<file path="config.mk">
export PLATFORM = sky130hd
export DESIGN_NAME = tremolo_modulator_flat
export DESIGN_NICKNAME = d
export VERILOG_FILES = /design/src/rtl/tremolo_pkg.sv /design/src/rtl/tremolo_modulator_if.sv /design/src/rtl/tremolo_modulator_gain_calc.sv /design/src/rtl/tremolo_modulator.sv /design/src/flat_wrapper.sv
export SDC_FILE = /design/constraint.sdc
export NUM_CORES = 1
export LEC_CHECK = 0
export ABC_AREA = 1
export ABC_CLOCK_PERIOD_IN_PS = 5090
export BUFFER_PORTS_ARGS = -buffer_cell sky130_fd_sc_hd__buf_2
export CAP_MARGIN = 10
export CELL_PAD_IN_SITES_DETAIL_PLACEMENT = 2
export CELL_PAD_IN_SITES_GLOBAL_PLACEMENT = 2
export CORE_UTILIZATION = 34
export CTS_BUF_LIST = sky130_fd_sc_hd__clkbuf_2
export DETAILED_ROUTE_END_ITERATION = 7
export PLACE_DENSITY = 0.85
export SLEW_MARGIN = 5
export SYNTH_ARGS = -nofsm -noshare
export SYNTH_HDL_FRONTEND = slang
export SYNTH_SLANG_ARGS = --single-unit
</file>
<file path="constraint.sdc">
create_clock -name CLK -period 5.09 [get_ports CLK]
set_input_delay 0.509 -clock CLK [delete_from_list [all_inputs] [get_ports CLK]]
set_output_delay 0.509 -clock CLK [all_outputs]
set_load 0.03 [all_outputs]
</file>
<file path="src/rtl/tremolo_pkg.sv">
// rtl/tremolo_pkg.sv - shared constants and state encoding for the tremolo stage
package tremolo_pkg;

    typedef enum logic [1:0] {
        ST_IDLE = 2'd0,
        ST_GAIN = 2'd1,
        ST_MULT = 2'd2,
        ST_OUT  = 2'd3
    } tremolo_state_e;

    localparam int LFO_MAX    = 512;
    localparam int DEPTH_FULL = 256;
    localparam int GAIN_W     = 10;
    localparam int GAIN_SHIFT = 9;
    // Width that holds a clamped depth (0..DEPTH_FULL).
    localparam int DEPTH_C_W  = 9;

endpackage

</file>
<file path="src/rtl/tremolo_modulator_if.sv">
// rtl/tremolo_modulator_if.sv - control, sample-in and sample-out signals of the tremolo stage
interface tremolo_modulator_if #(
    parameter int DATA_W  = 16,
    parameter int LFO_W   = 32,
    parameter int DEPTH_W = 9
);
    logic                      enable;
    logic [DEPTH_W-1:0]        depth;
    logic [LFO_W-1:0]          lfo;
    logic signed [DATA_W-1:0]  in_sample;
    logic                      in_valid;
    logic                      in_ready;
    logic signed [DATA_W-1:0]  out_sample;
    logic                      out_valid;
    logic                      out_ready;

    // Upstream source / downstream sink side (testbench or surrounding fabric).
    modport master (
        output enable, depth, lfo, in_sample, in_valid, out_ready,
        input  in_ready, out_sample, out_valid
    );

    // The tremolo stage itself.
    modport slave (
        input  enable, depth, lfo, in_sample, in_valid, out_ready,
        output in_ready, out_sample, out_valid
    );
endinterface

</file>
<file path="src/rtl/tremolo_modulator_gain_calc.sv">
// rtl/tremolo_modulator_gain_calc.sv - combinational clamp and depth-weighted gain equation
module tremolo_gain_calc
    import tremolo_pkg::*;
#(
    parameter int LFO_W   = 32,
    parameter int DEPTH_W = 9
) (
    input  logic [LFO_W-1:0]   lfo_i,
    input  logic [DEPTH_W-1:0] depth_i,
    input  logic               enable_i,
    output logic [GAIN_W-1:0]  gain_o
);

    localparam logic [GAIN_W-1:0]    GAIN_FULL = GAIN_W'(LFO_MAX);
    localparam int                   PROD_W    = DEPTH_C_W + GAIN_W;

    logic [GAIN_W-1:0]    lfo_c;
    logic [DEPTH_C_W-1:0] depth_c;
    logic [GAIN_W-1:0]    span;
    logic [PROD_W-1:0]    dip;

    // Clamp both controls, then gain = 512 - depth * (512 - lfo) / 256; bypass forces unity.
    always_comb begin
        lfo_c   = (lfo_i >= LFO_W'(LFO_MAX)) ? GAIN_FULL : lfo_i[GAIN_W-1:0];
        depth_c = (depth_i > DEPTH_W'(DEPTH_FULL)) ? DEPTH_C_W'(DEPTH_FULL)
                                                    : DEPTH_C_W'(depth_i);
        span    = GAIN_FULL - lfo_c;
        dip     = PROD_W'(depth_c) * PROD_W'(span);
        // dip >> 8 never exceeds 512, so the subtraction cannot wrap.
        gain_o  = enable_i ? (GAIN_FULL - GAIN_W'(dip >> 8)) : GAIN_FULL;
    end

endmodule

</file>
<file path="src/rtl/tremolo_modulator.sv">
// rtl/tremolo_modulator.sv - tremolo amplitude modulator: capture, gain, multiply, hand off
module tremolo_modulator
    import tremolo_pkg::*;
#(
    parameter int DATA_W  = 16,
    parameter int LFO_W   = 32,
    parameter int DEPTH_W = 9
) (
    input  logic                CLK,
    input  logic                RST,
    tremolo_modulator_if.slave  bus
);

    localparam logic [1:0] IDLE = 2'(ST_IDLE);
    localparam logic [1:0] GAIN = 2'(ST_GAIN);
    localparam logic [1:0] MULT = 2'(ST_MULT);
    localparam logic [1:0] OUT  = 2'(ST_OUT);

    localparam int PROD_W = DATA_W + GAIN_W + 1;

    logic [1:0]               state_q, state_d;
    logic signed [DATA_W-1:0] sample_q, sample_d;
    logic [GAIN_W-1:0]        lfo_q, lfo_d;
    logic [DEPTH_W-1:0]       depth_q, depth_d;
    logic                     en_q, en_d;
    logic [GAIN_W-1:0]        gain_q, gain_d;
    logic signed [DATA_W-1:0] out_sample_q, out_sample_d;
    logic                     out_valid_q, out_valid_d;

    logic [GAIN_W-1:0]        gain_calc;
    logic signed [PROD_W-1:0] product;
    logic                     accept;

    assign bus.in_ready   = (state_q == IDLE);
    assign bus.out_valid  = out_valid_q;
    assign bus.out_sample = out_sample_q;
    assign accept         = bus.in_valid && (state_q == IDLE);

    // The gain is computed from the captured (already clamped) controls, so later
    // LFO or depth changes cannot disturb the sample in flight.
    tremolo_gain_calc #(
        .LFO_W   (GAIN_W),
        .DEPTH_W (DEPTH_W)
    ) u_gain_calc (
        .lfo_i    (lfo_q),
        .depth_i  (depth_q),
        .enable_i (en_q),
        .gain_o   (gain_calc)
    );

    // Gain is zero-extended to a positive signed operand before the multiply.
    always_comb begin
        product = PROD_W'(sample_q) * PROD_W'($signed({1'b0, gain_q}));
    end

    // Next-state logic for the FSM and all capture/pipeline registers.
    always_comb begin
        state_d      = state_q;
        sample_d     = sample_q;
        lfo_d        = lfo_q;
        depth_d      = depth_q;
        en_d         = en_q;
        gain_d       = gain_q;
        out_sample_d = out_sample_q;
        out_valid_d  = out_valid_q;
        case (state_q)
            IDLE: begin
                if (accept) begin
                    sample_d = bus.in_sample;
                    lfo_d    = (bus.lfo >= LFO_W'(LFO_MAX)) ? GAIN_W'(LFO_MAX)
                                                            : bus.lfo[GAIN_W-1:0];
                    depth_d  = (bus.depth > DEPTH_W'(DEPTH_FULL)) ? DEPTH_W'(DEPTH_FULL)
                                                                  : bus.depth;
                    en_d     = bus.enable;
                    state_d  = GAIN;
                end
            end
            GAIN: begin
                gain_d  = gain_calc;
                state_d = MULT;
            end
            MULT: begin
                // Arithmetic shift floors toward negative infinity; gain <= 512
                // guarantees the result fits DATA_W without saturation.
                out_sample_d = DATA_W'(product >>> GAIN_SHIFT);
                out_valid_d  = 1'b1;
                state_d      = OUT;
            end
            OUT: begin
                if (bus.out_ready) begin
                    out_valid_d = 1'b0;
                    state_d     = IDLE;
                end
            end
            default: begin
                state_d     = IDLE;
                out_valid_d = 1'b0;
            end
        endcase
    end

    // State and data registers; reset drops any sample in flight immediately.
    always_ff @(posedge CLK or posedge RST) begin
        if (RST) begin
            state_q      <= IDLE;
            sample_q     <= '0;
            lfo_q        <= '0;
            depth_q      <= '0;
            en_q         <= 1'b0;
            gain_q       <= '0;
            out_sample_q <= '0;
            out_valid_q  <= 1'b0;
        end else begin
            state_q      <= state_d;
            sample_q     <= sample_d;
            lfo_q        <= lfo_d;
            depth_q      <= depth_d;
            en_q         <= en_d;
            gain_q       <= gain_d;
            out_sample_q <= out_sample_d;
            out_valid_q  <= out_valid_d;
        end
    end

endmodule

</file>
<file path="src/flat_wrapper.sv">
// flat-port wrapper written by rule: the top's interface ports become plain ports
module tremolo_modulator_flat import tremolo_pkg::*;
#(
    parameter int DATA_W  = 16,
    parameter int LFO_W   = 32,
    parameter int DEPTH_W = 9
)
  (CLK, RST, bus_enable, bus_depth, bus_lfo, bus_in_sample, bus_in_valid, bus_out_ready, bus_in_ready, bus_out_sample, bus_out_valid);
  tremolo_modulator_if #(.DATA_W(DATA_W), .LFO_W(LFO_W), .DEPTH_W(DEPTH_W)) bus_i ();
  input  logic CLK;
  input  logic RST;
  input wire logic [$bits(bus_i.enable)-1:0] bus_enable;
  input wire logic [$bits(bus_i.depth)-1:0] bus_depth;
  input wire logic [$bits(bus_i.lfo)-1:0] bus_lfo;
  input wire logic [$bits(bus_i.in_sample)-1:0] bus_in_sample;
  input wire logic [$bits(bus_i.in_valid)-1:0] bus_in_valid;
  input wire logic [$bits(bus_i.out_ready)-1:0] bus_out_ready;
  output wire logic [$bits(bus_i.in_ready)-1:0] bus_in_ready;
  output wire logic [$bits(bus_i.out_sample)-1:0] bus_out_sample;
  output wire logic [$bits(bus_i.out_valid)-1:0] bus_out_valid;
  assign bus_i.enable = bus_enable;
  assign bus_i.depth = bus_depth;
  assign bus_i.lfo = bus_lfo;
  assign bus_i.in_sample = bus_in_sample;
  assign bus_i.in_valid = bus_in_valid;
  assign bus_i.out_ready = bus_out_ready;
  assign bus_in_ready = bus_i.in_ready;
  assign bus_out_sample = bus_i.out_sample;
  assign bus_out_valid = bus_i.out_valid;
  tremolo_modulator #(.DATA_W(DATA_W), .LFO_W(LFO_W), .DEPTH_W(DEPTH_W)) u_core (.CLK(CLK), .RST(RST), .bus(bus_i));
endmodule
</file>
==> reports/qor.csv, run 1 <==
stage;metric;value;unit
sta;min_period_over_period;127.4;%
final_layout;final_cell_mix;357 x nand2_1, 355 x inv_1, 218 x buf_4, 185 x fa_1, 98 x nor2_1;
drt;drt-vias-per-instance;5.749;
final_layout;nNetsFinal;2185;
grt;grt_max_degree;66;
final_layout;final_area;15550;um^2
hold_path;hold_class;primary input to asynchronous set/reset pin;
sta;slew_headroom;27.54;%
placement;hpwl;43.70;mm
floorplanning;core;33870;um^2
sta;layout_setup_ws;-1.395;ns
yosys;synth_largest_area_cell;fa_1;
yosys;synthArstFlopShare;100.0;%
setup_path;max_stage_delay;0.58;ns
sta;holdWs;-0.01232;ns
sta;setup_viol;26;
drt;wl_per_cell;32.43;um
setup_path;critPathKind;flip-flop to flip-flop;
yosys;synth_top_area_share;32.37;%
sta;max_freq;0.1542;GHz
yosys;ys_seq_area_share;13.77;%
floorplanning;start_util;34.88;%
yosys;synth_edf_count;0;
final_layout;area_delta_synth_final;31.68;%
yosys;synth_cell_types;48;
setup_path;cp_max_fo;4;
pwr;vdd_drop_max;0.2702;mV
final_layout;drive_above_1_share;29.81;%
cts;numCtsBuffers;9;
setup_path;startpoint_type;flip-flop;
setup_path;required;5.77;ns
pwr;powerDensity;657.5;nW/um^2
cts;clk_latency;0.76;ns
drt;drt_iter0_drc;1021;
drt;first_pass_iters;6;
drt;drtAntennaViolNets;0;
cts;h-tree-depth;3;
yosys;avgSynthCellArea;7.591;um^2
yosys;syn_nets;1901;
sta;fin_crit;6.485;ns
floorplanning;row_count;67;
cts;cts_tree;done;
sta;final_hold_viol_count;4;
final_layout;fin_cells;2297;
setup_path;crit_path_end_kind;flip-flop;
yosys;ys.flop_type;dfrtp_1;
yosys;synth_warnings;0;
floorplanning;pin_count;80;
pwr;leakagePower;8.468;nW
grt;grt_pass1_wl;94.39;mm
sta;finClkSkew;0.09024;ns
placement;place_inst;2233;
floorplanning;fp.dieArea;35490;um^2
floorplanning;die-height;188.4;um
placement;gp_congestion;0.8929;
yosys;synth_area;11810;um^2
yosys;synthCells;1556;
flow_run;drv_cap;0;
grt;antenna_found_initial;4;
sta;worst_pin_slew;1.087;ns
cts;cts_sinks;65;
cts;root_buffer;clkbuf_2;
cts;clockBufferDepth;2;
grt;grt-ovfl-total;0;
setup_path;worst-path-buf-inv;8;
floorplanning;die_w;188.4;um
sta;tns;-21.04;ns
drt;wl;74.50;mm
setup_path;cpLargestDelayFamily;adder cells;
drt;num_vias;13210;
final_layout;final_common_cell;nand2_1;
sta;drv_slew;0;
grt;grt_pass1_vias;14950;
status;violations;hold timing, setup timing;
placement;io_buffers;79;
grt;grt.total_usage;35.93;%
drt;drc;0;
yosys;ys_ff_latch;65;
pwr;total_power;0.01023;W
status;status;complete, but fails checks;
cts;cts.clk_slew.worst_paths;0.35;ns
setup_path;critPathArrivalTime;7.17;ns
sta;rsz0062_at_grt;yes;
yosys;synth.area.top_cells;fa_1 32%, dfrtp_1 14%, nand2_1 13%;
setup_path;slowest_stage;fa_1;
placement;place_area;14240;um^2
==> synth_stat cells, drive strengths merged, types with 5 or more instances <==
| cell type | count |
|---|---|
| a21oi | 37 |
| a31oi | 9 |
| buf | 7 |
| clkbuf | 41 |
| dfrtp | 65 |
| fa | 191 |
| ha | 92 |
| inv | 388 |
| nand2 | 407 |
| nand3 | 48 |
| nand4 | 14 |
| nor2 | 120 |
| nor3 | 16 |
| nor4 | 9 |
| o21ai | 50 |
| o21bai | 5 |
| o22ai | 8 |
| xnor2 | 13 |
| xor2 | 12 |
==> layer usage <==
layer  GRT usage [%]  up-vias  part of all wire (%)
li1                -     5180                     -
met1           40.20     6808                    36
met2           63.31      851                    49
met3           5.979      365                   6.6
met4           22.92        2                   7.7
met5               0        -                 0.019
==> kinds of logic (layout without fill, tap and decap cells) <==
logic type	after synthesis	in the layout	share of synthesized area [%]
buf+inv	437	726	14.05
simple gates	622	622	22.18
xor+xnor	25	25	1.854
compound gates	124	124	6.028
fa+ha+maj	283	283	42.12
other cells	0	4	0
flops	65	65	13.77
==> flip-flops by register name, indices dropped and copies added (netlist names) <==
register	cells
u_core.bus.out_sample	16
u_core.state_q	2
u_core.depth_q	9
u_core.bus.out_valid	1
u_core.lfo_q	10
u_core.en_q	1
u_core.sample_q	16
u_core.gain_q	10
==> what timing repair did <==
item,in CTS,in global routing
setup endpoints to repair,24,26
hold buffers,0,0
pin swaps,30,53
gates resized for setup,61,173
setup buffers,13,31
==> cell type report <==
class	instances	area [um^2]
sequential	65	1638
clock buffer	9	45.04
timing repair buffer	321	2346
antenna	4	10.01
inverter	389	1480
clock inverter	7	95.09
multi-input combinational	1054	9379
fill	3868	18310
tap	448	560.5
==> tightest hold or removal path: stages <==
cell	delay, ns
buf_2	0.10
inv_2	0.03
buf_4	0.76
==> path summary, 6_finish.rpt <==
| kind | start | end | slack [ns] | cells past startpoint |
|---|---|---|---|---|
| worst max-delay path | u_core.lfo_q[9] | u_core.gain_q[8] | -1.40 | 30 |
| worst min-delay path | RST | u_core.lfo_q[3] | -0.01 | 3 |
| worst max register to register | u_core.lfo_q[9] | u_core.gain_q[8] | -1.40 | 30 |
| worst min register to register | u_core.bus.out_sample[10] | u_core.bus.out_sample[10] | 0.56 | 2 |
| max in group asynchronous | RST | u_core.gain_q[3] | 4.23 | 3 |
| min in group CLK | bus_in_sample[3] | u_core.sample_q[3] | -0.01 | 3 |
==> where the power goes <==
| group | total, W | switching [W] | internal, W |
|---|---|---|---|
| registers | 0.00112 | 0.000388 | 0.000728 |
| logic | 0.00865 | 0.00545 | 0.00320 |
| clock network | 0.000463 | 0.000302 | 0.000161 |
==> metrics by stage <==
step	hold WS, ns	setup WS (ns)	util [%]
global route	-0.002147	-1.455	45.92
global placement	0.4592	-0.4236	42.04
CTS	0.005919	-0.7707	43.35
floorplan	0.4470	-0.1123	-
detailed placement	0.4687	-0.9779	42.04
finish	-0.01232	-1.395	45.93
(Power assumes the default switching activity.)
==> run 2, diff against run 1 <==
PLACE_DENSITY = 0.86   (was 0.85)
SYNTH_HIERARCHICAL = 1   (was unset)
==> reports/qor.csv, run 2 <==
stage;metric;value;unit;change
drt;num_vias;13890;;+5.2%
setup_path;startpoint_type;flip-flop;;
yosys;synth_cell_types;55;;+15%
cts;numCtsBuffers;9;;unchanged
sta;final_hold_viol_count;0;;-4
yosys;synth.area.top_cells;fa_1 31%, nand2_1 15%, dfrtp_1 13%;;
drt;top_layer_used;met5;;
placement;gp_congestion;0.8853;;-0.85%
drt;wl_per_cell;33.05;um;+1.9%
grt;grt_max_degree;44;;-33%
setup_path;critPathKind;flip-flop to flip-flop;;
yosys;ys_top_cells_by_count;485 x nand2_1, 422 x inv_1, 191 x fa_1;;
drt;drt-vias-per-instance;5.788;;+0.67%
drt;first_pass_iters;5;;-1
grt;antenna_found_initial;3;;-1
final_layout;nNetsFinal;2278;;+4.3%
grt;grt.total_usage;36.09;%;+0.16 points
setup_path;crit_path_end_kind;flip-flop;;
sta;worst_pin_slew;1.058;ns;-0.02901 ns
drt;wirelength_met1;27.76;mm;+2.3%
pwr;vdd_drop_max;0.4513;mV;+67%
drt;dr_wl_met3;5.331;mm;+9.1%
setup_path;slowest_stage;fa_1;;
cts;cts.clk_slew.worst_paths;0.32;ns;-0.03 ns
drt;drc;0;;unchanged
yosys;syn_nets;2007;;+5.6%
yosys;synth_top_area_share;31.14;%;-1.2 points
setup_path;critPathArrivalTime;7.07;ns;-0.10 ns
yosys;synth_edf_count;0;;unchanged
sta;layout_setup_ws;-1.332;ns;+0.06353 ns
setup_path;required;5.73;ns;-0.04 ns
floorplanning;die_w;192.1;um;+1.9%
sta;setup_viol;25;;-3.8%
setup_path;cp_max_fo;5;;+1
yosys;synth_warnings;6;;+6
yosys;synthCells;1662;;+6.8%
status;violations;setup timing;;
sta;finClkSkew;0.1253;ns;+0.03502 ns
cts;h-tree-depth;3;;unchanged
final_layout;area_delta_synth_final;32.63;%;
yosys;synth_area;12280;um^2;+4.0%
final_layout;post-route-util;45.79;%;-0.13 points
floorplanning;pin_count;80;;unchanged
floorplanning;start_util;34.53;%;-0.35 points
grt;grt-ovfl-total;0;;unchanged
drt;wl_met2;38.08;mm;+3.7%
yosys;ys_ff_latch;65;;unchanged
cts;root_buffer;clkbuf_2;;
drt;drt_iter0_drc;1019;;-0.20%
setup_path;max_stage_delay;0.60;ns;+0.02 ns
status;status;complete, but fails checks;;
floorplanning;die-height;192.1;um;+1.9%
pwr;leakagePower;9.216;nW;+8.8%
yosys;synth_most_common_cell;nand2_1;;
floorplanning;fp.dieArea;36880;um^2;+3.9%
yosys;avgSynthCellArea;7.389;um^2;-2.7%
pwr;total_power;0.008965;W;-12%
floorplanning;row_count;69;;+3.0%
yosys;synth_largest_area_cell;fa_1;;
final_layout;final_area;16290;um^2;+4.7%
setup_path;r2r_cells;31;;+3.3%
hold_path;hold_depth;3;;
pwr;powerDensity;550.4;nW/um^2;-16%
placement;hpwl;44.91;mm;+2.8%
sta;max_freq;0.1557;GHz;+0.99%
flow_run;drv_cap;0;;unchanged
cts;clockBufferDepth;2;;unchanged
sta;min_period_over_period;126.2;%;-1.2 points
drt;drtAntennaViolNets;0;;unchanged
grt;grt_pass1_wl;96.74;mm;+2.5%
final_layout;drive_above_1_share;32.04;%;+2.2 points
placement;place_area;14530;um^2;+2.0%
final_layout;fill_cells;4062;;+5.0%
floorplanning;core;35570;um^2;+5.0%
cts;clk_latency;0.80;ns;+0.04 ns
hold_path;hold_class;primary input to flip-flop;;
grt;grt_pass1_vias;15500;;+3.7%
cts;cts_tree;done;;
sta;rsz0062_at_grt;yes;;
sta;fin_crit;6.422;ns;-0.06353 ns
drt;wl;79.33;mm;+6.5%
yosys;ys.flop_type;dfrtp_1;;
placement;io_buffers;79;;unchanged
yosys;ys_seq_area_share;13.25;%;-0.53 points
final_layout;final_common_cell;nand2_1;;
yosys;synthArstFlopShare;100.0;%;unchanged
cts;cts_sinks;65;;unchanged
final_layout;final_cell_mix;424 x nand2_1, 374 x inv_1, 200 x buf_4, 180 x fa_1, 79 x buf_2;;
sta;slew_headroom;29.47;%;+1.9 points
sta;drv_slew;0;;unchanged
## run 2: changes by cell type after synthesis, sizes merged, moves of 7 or more
cell / previous run / this run
nand4: 14 / 7
mux2: 0 / 10
nand3: 48 / 64
o21ai: 50 / 32
nor2: 120 / 111
nand2: 407 / 511
inv: 388 / 425
## run 2: cells by family after synthesis
family / share of synthesized area [%]
muxes: 0.9170
AOI/OAI and AO/OA: 4.228
adders and majority gates: 40.51
and+or+nand+nor: 25.17
DFF: 13.25
buffers and inverters: 14.78
xor gates and xnor gates: 1.151
## run 2: area by class of cell
cell class / instances / area, um^2 / share of cell area, %
antenna: 1 / 2.502 / 0.01536
clock buffer: 9 / 45.04 / 0.2765
clock inverter: 7 / 93.84 / 0.5761
inverter: 427 / 1628 / 9.994
multi-input combinational: 1122 / 10010 / 61.45
sequential: 65 / 1644 / 10.09
tap: 461 / 576.8 / 3.541
timing repair buffer: 308 / 2288 / 14.05
## run 2: repair_timing
action	in CTS	in global routing
hold buffers	10	0
gates resized for setup	113	181
buffers inserted	12	41
hold endpoints to repair	31	0
setup endpoints to repair	23	25
pin swaps	28	87
## run 2: path summary, 6_finish.rpt
kind                                        endpoint                       from  slack [ns]
hold reg to reg            u_core/bus.out_sample[13]  u_core/bus.out_sample[13]        0.54
min in group asynchronous   u_core/bus.out_sample[5]                        RST        0.32
setup / recovery                    u_core/gain_q[9]            u_core/lfo_q[9]       -1.33
hold / removal                     u_core/depth_q[6]               bus_depth[6]        0.02
setup reg to reg                    u_core/gain_q[9]            u_core/lfo_q[9]       -1.33
max in group asynchronous         u_core/sample_q[7]                        RST        3.40
## run 2: critical path, delay by kind of cell (launching register included)
kind	cells	cell delay [ns]
and+or+nand+nor	17	2.15
adders and majority gates	5	2.42
buffers and inverters	6	0.64
AOI/OAI and AO/OA	2	0.28
DFF	1	0.51
muxes	1	0.35
## run 2: power by group
part	total [W]	internal [W]	switching [W]
registers	0.00113	0.000715	0.000413
clock network	0.000467	0.000163	0.000305
logic	0.00737	0.00272	0.00465
total	0.00897	0.00360	0.00537
## run 2: metrics by stage
step | setup TNS, ns | hold slack (ns) | setup WS (ns) | instances
floorplan | -0.4435 | 0.4470 | -0.1016 | 1662
global placement | -1.776 | 0.4593 | -0.2908 | 2319
detailed placement | -11.05 | 0.4743 | -0.8219 | 2319
CTS | -5.187 | 0.001075 | -0.5562 | 2357
global route | -20.94 | -0.002585 | -1.411 | 2400
finish | -19.64 | 0.01836 | -1.332 | 2400
## run 2: per-layer routing
metal	vias up	GRT usage [%]
met2	953	67.50
met1	7049	37.67
met5	-	0
met4	4	22.90
met3	493	5.043
li1	5392	-
==> run 3, diff against run 2 <==
TNS_END_PERCENT = 10   (was unset)
==> reports/qor.csv, run 3 (synthesis results as in run 2) <==
stage;metric;value;unit;change
sta;drv_slew;0;;unchanged
drt;first_pass_iters;6;;+1
final_layout;nNetsFinal;2256;;-0.97%
sta;fin_crit;6.426;ns;+0.004320 ns
placement;hpwl;44.25;mm;-1.5%
grt;grt.total_usage;36.74;%;+0.65 points
pwr;internal_power;0.003108;W;-14%
drt;drt_iter0_drc;940;;-7.8%
setup_path;startpoint_type;flip-flop;;
final_layout;fin_cells;2380;;-0.83%
final_layout;final_cell_mix;446 x nand2_1, 396 x inv_1, 188 x fa_1, 175 x buf_4, 81 x ha_1;;
drt;drc;0;;unchanged
floorplanning;die_w;192.1;um;unchanged
pwr;swShare;61.12;%;+1.3 points
cts;clockBufferDepth;2;;unchanged
floorplanning;start_util;34.53;%;unchanged
setup_path;cpMostUsedCell;fa_1;;
setup_path;max_stage_delay;0.57;ns;-0.03 ns
final_layout;area_delta_synth_final;26.69;%;
sta;min_period_over_period;126.2;%;about the same
pwr;power_frac_seq;14.5;%;+1.9 points
sta;setup_viol;26;;+4.0%
status;violations;setup timing;;
sta;finClkSkew;0.1060;ns;-0.01926 ns
floorplanning;core;35570;um^2;unchanged
cts;numCtsBuffers;9;;unchanged
placement;place_inst;2305;;-0.60%
grt;antenna_found_initial;4;;+1
setup_path;crit_path_end_kind;flip-flop;;
drt;wirelength_met1;25.62;mm;-7.7%
pwr;powerDensity;513.8;nW/um^2;-6.7%
drt;drtAntennaViolNets;0;;unchanged
placement;dp_slack;-0.7238;ns;+0.09808 ns
floorplanning;pin_count;80;;unchanged
drt;num_vias;13720;;-1.2%
setup_path;critPathArrivalTime;7.01;ns;-0.06 ns
hold_path;hold_class;primary input to asynchronous set/reset pin;;
floorplanning;die-height;192.1;um;unchanged
final_layout;final_common_cell;nand2_1;;
cts;cts.clk_slew.worst_paths;0.34;ns;+0.02 ns
drt;wl;75.40;mm;-4.9%
cts;clk_latency;0.78;ns;-0.02 ns
grt;grt_pass1_wl;98.33;mm;+1.6%
floorplanning;row_count;69;;unchanged
grt;grt_max_degree;66;;+50%
pwr;leakagePower;9.100;nW;-1.3%
grt;grt_pass1_vias;15650;;+0.95%
sta;worst_pin_slew;1.053;ns;-0.004713 ns
grt;grt-ovfl-total;0;;unchanged
pwr;power.switching;0.004886;W;-8.9%
placement;io_buffers;79;;unchanged
setup_path;required;5.67;ns;-0.06 ns
cts;h-tree-depth;3;;unchanged
setup_path;cp_max_fo;5;;unchanged
cts;root_buffer;clkbuf_2;;
cts;cts_sinks;65;;unchanged
sta;rsz0062_at_grt;yes;;
pwr;power_frac_clock;5.6;%;+0.4 points
sta;final_hold_viol_count;0;;unchanged
setup_path;r2r_slack;-1.34;ns;about the same
drt;wl_met2;36.89;mm;-3.1%
final_layout;drive_above_1_share;25.10;%;-6.9 points
sta;holdWs;0.01684;ns;-0.001516 ns
placement;gp_congestion;0.8483;;-4.2%
drt;top_layer_used;met4;;
setup_path;slowest_stage;fa_1;;
pwr;vdd_drop_max;0.3293;mV;-27%
cts;cts_tree;done;;
flow_run;drv_cap;0;;unchanged
sta;max_freq;0.1556;GHz;about the same
sta;layout_setup_ws;-1.336;ns;-0.004320 ns
setup_path;critPathKind;flip-flop to flip-flop;;
floorplanning;fp.dieArea;36880;um^2;unchanged
drt;dr_wl_met3;5.210;mm;-2.3%
pwr;p_comb_share;80.0;%;-2.2 points
drt;wl_per_cell;31.68;um;-4.1%
sta;slew_headroom;29.78;%;+0.31 points
status;status;complete, but fails checks;;
drt;drt-vias-per-instance;5.765;;-0.39%
## run 3: final cells by class
class                      instances  area [um^2]
fill                            4060        20010
multi-input combinational       1122         9509
timing repair buffer             286         2067
sequential                        65         1638
inverter                         427         1620
tap                              461        576.8
clock inverter                     7        95.09
clock buffer                       9        45.04
antenna                            3        7.507
## run 3: per-layer routing
metal  GRT usage [%]  vias to the layer above
met5               0                        -
met2           65.79                      952
li1                -                     5356
met3           5.847                      497
met1           39.42                     6916
met4           25.68                        0
## run 3: metrics by stage
step           utilization (%)  TNS [ns]  power, W  area [um^2]
2_1_floorplan                -   -0.4636  0.003964        12450
3_3_place_gp             40.40    -2.043  0.005543        14370
3_5_place_dp             40.40    -9.895  0.006332        14370
4_1_cts                  42.39    -9.516  0.006866        15080
5_1_grt                  43.74    -24.35  0.008215        15560
6_report                 43.74    -22.80  0.007994        15560
## run 3: worst paths after layout
check                                               from                        to  cells past startpoint
worst min-delay path                                 RST           u_core/lfo_q[8]                      3
max in group asynchronous                            RST  u_core/bus.out_sample[0]                      3
min in group CLK                        bus_in_sample[6]        u_core/sample_q[6]                      3
worst min register to register  u_core/bus.out_sample[0]  u_core/bus.out_sample[0]                      2
worst max register to register           u_core/lfo_q[9]          u_core/gain_q[5]                     30
worst max-delay path                     u_core/lfo_q[9]          u_core/gain_q[5]                     30
## run 3: critical path: cells and delay by family, from the launching register on
kind / cells / cell delay (ns)
adder cells (fa/ha/maj): 6 / 2.61
flip-flops: 1 / 0.51
AND/OR/NAND/NOR: 14 / 1.70
buffers and inverters: 6 / 0.54
AO/OA/AOI/OAI: 2 / 0.32
multiplexers: 1 / 0.28
XOR/XNOR: 1 / 0.22
## run 3: power by group through the flow
stage | registers (W) | clock network, W | logic [W]
after CTS | 0.00107 | 0.000424 | 0.00537
after detailed placement | 0.00107 | 0 | 0.00526
after global routing | 0.00116 | 0.000459 | 0.00660
after floorplan | 0.000928 | 0 | 0.00304
after global placement | 0.00102 | 0 | 0.00452
final | 0.00116 | 0.000444 | 0.00639
## run 3: repair_timing
action | CTS | global route
setup buffers | 16 | 17
resized for setup | 68 | 93
setup endpoints to repair | 24 | 26
hold endpoints to repair | 21 | 1
hold buffers | 21 | 1
cloned | 0 | 0
pin swaps | 30 | 67
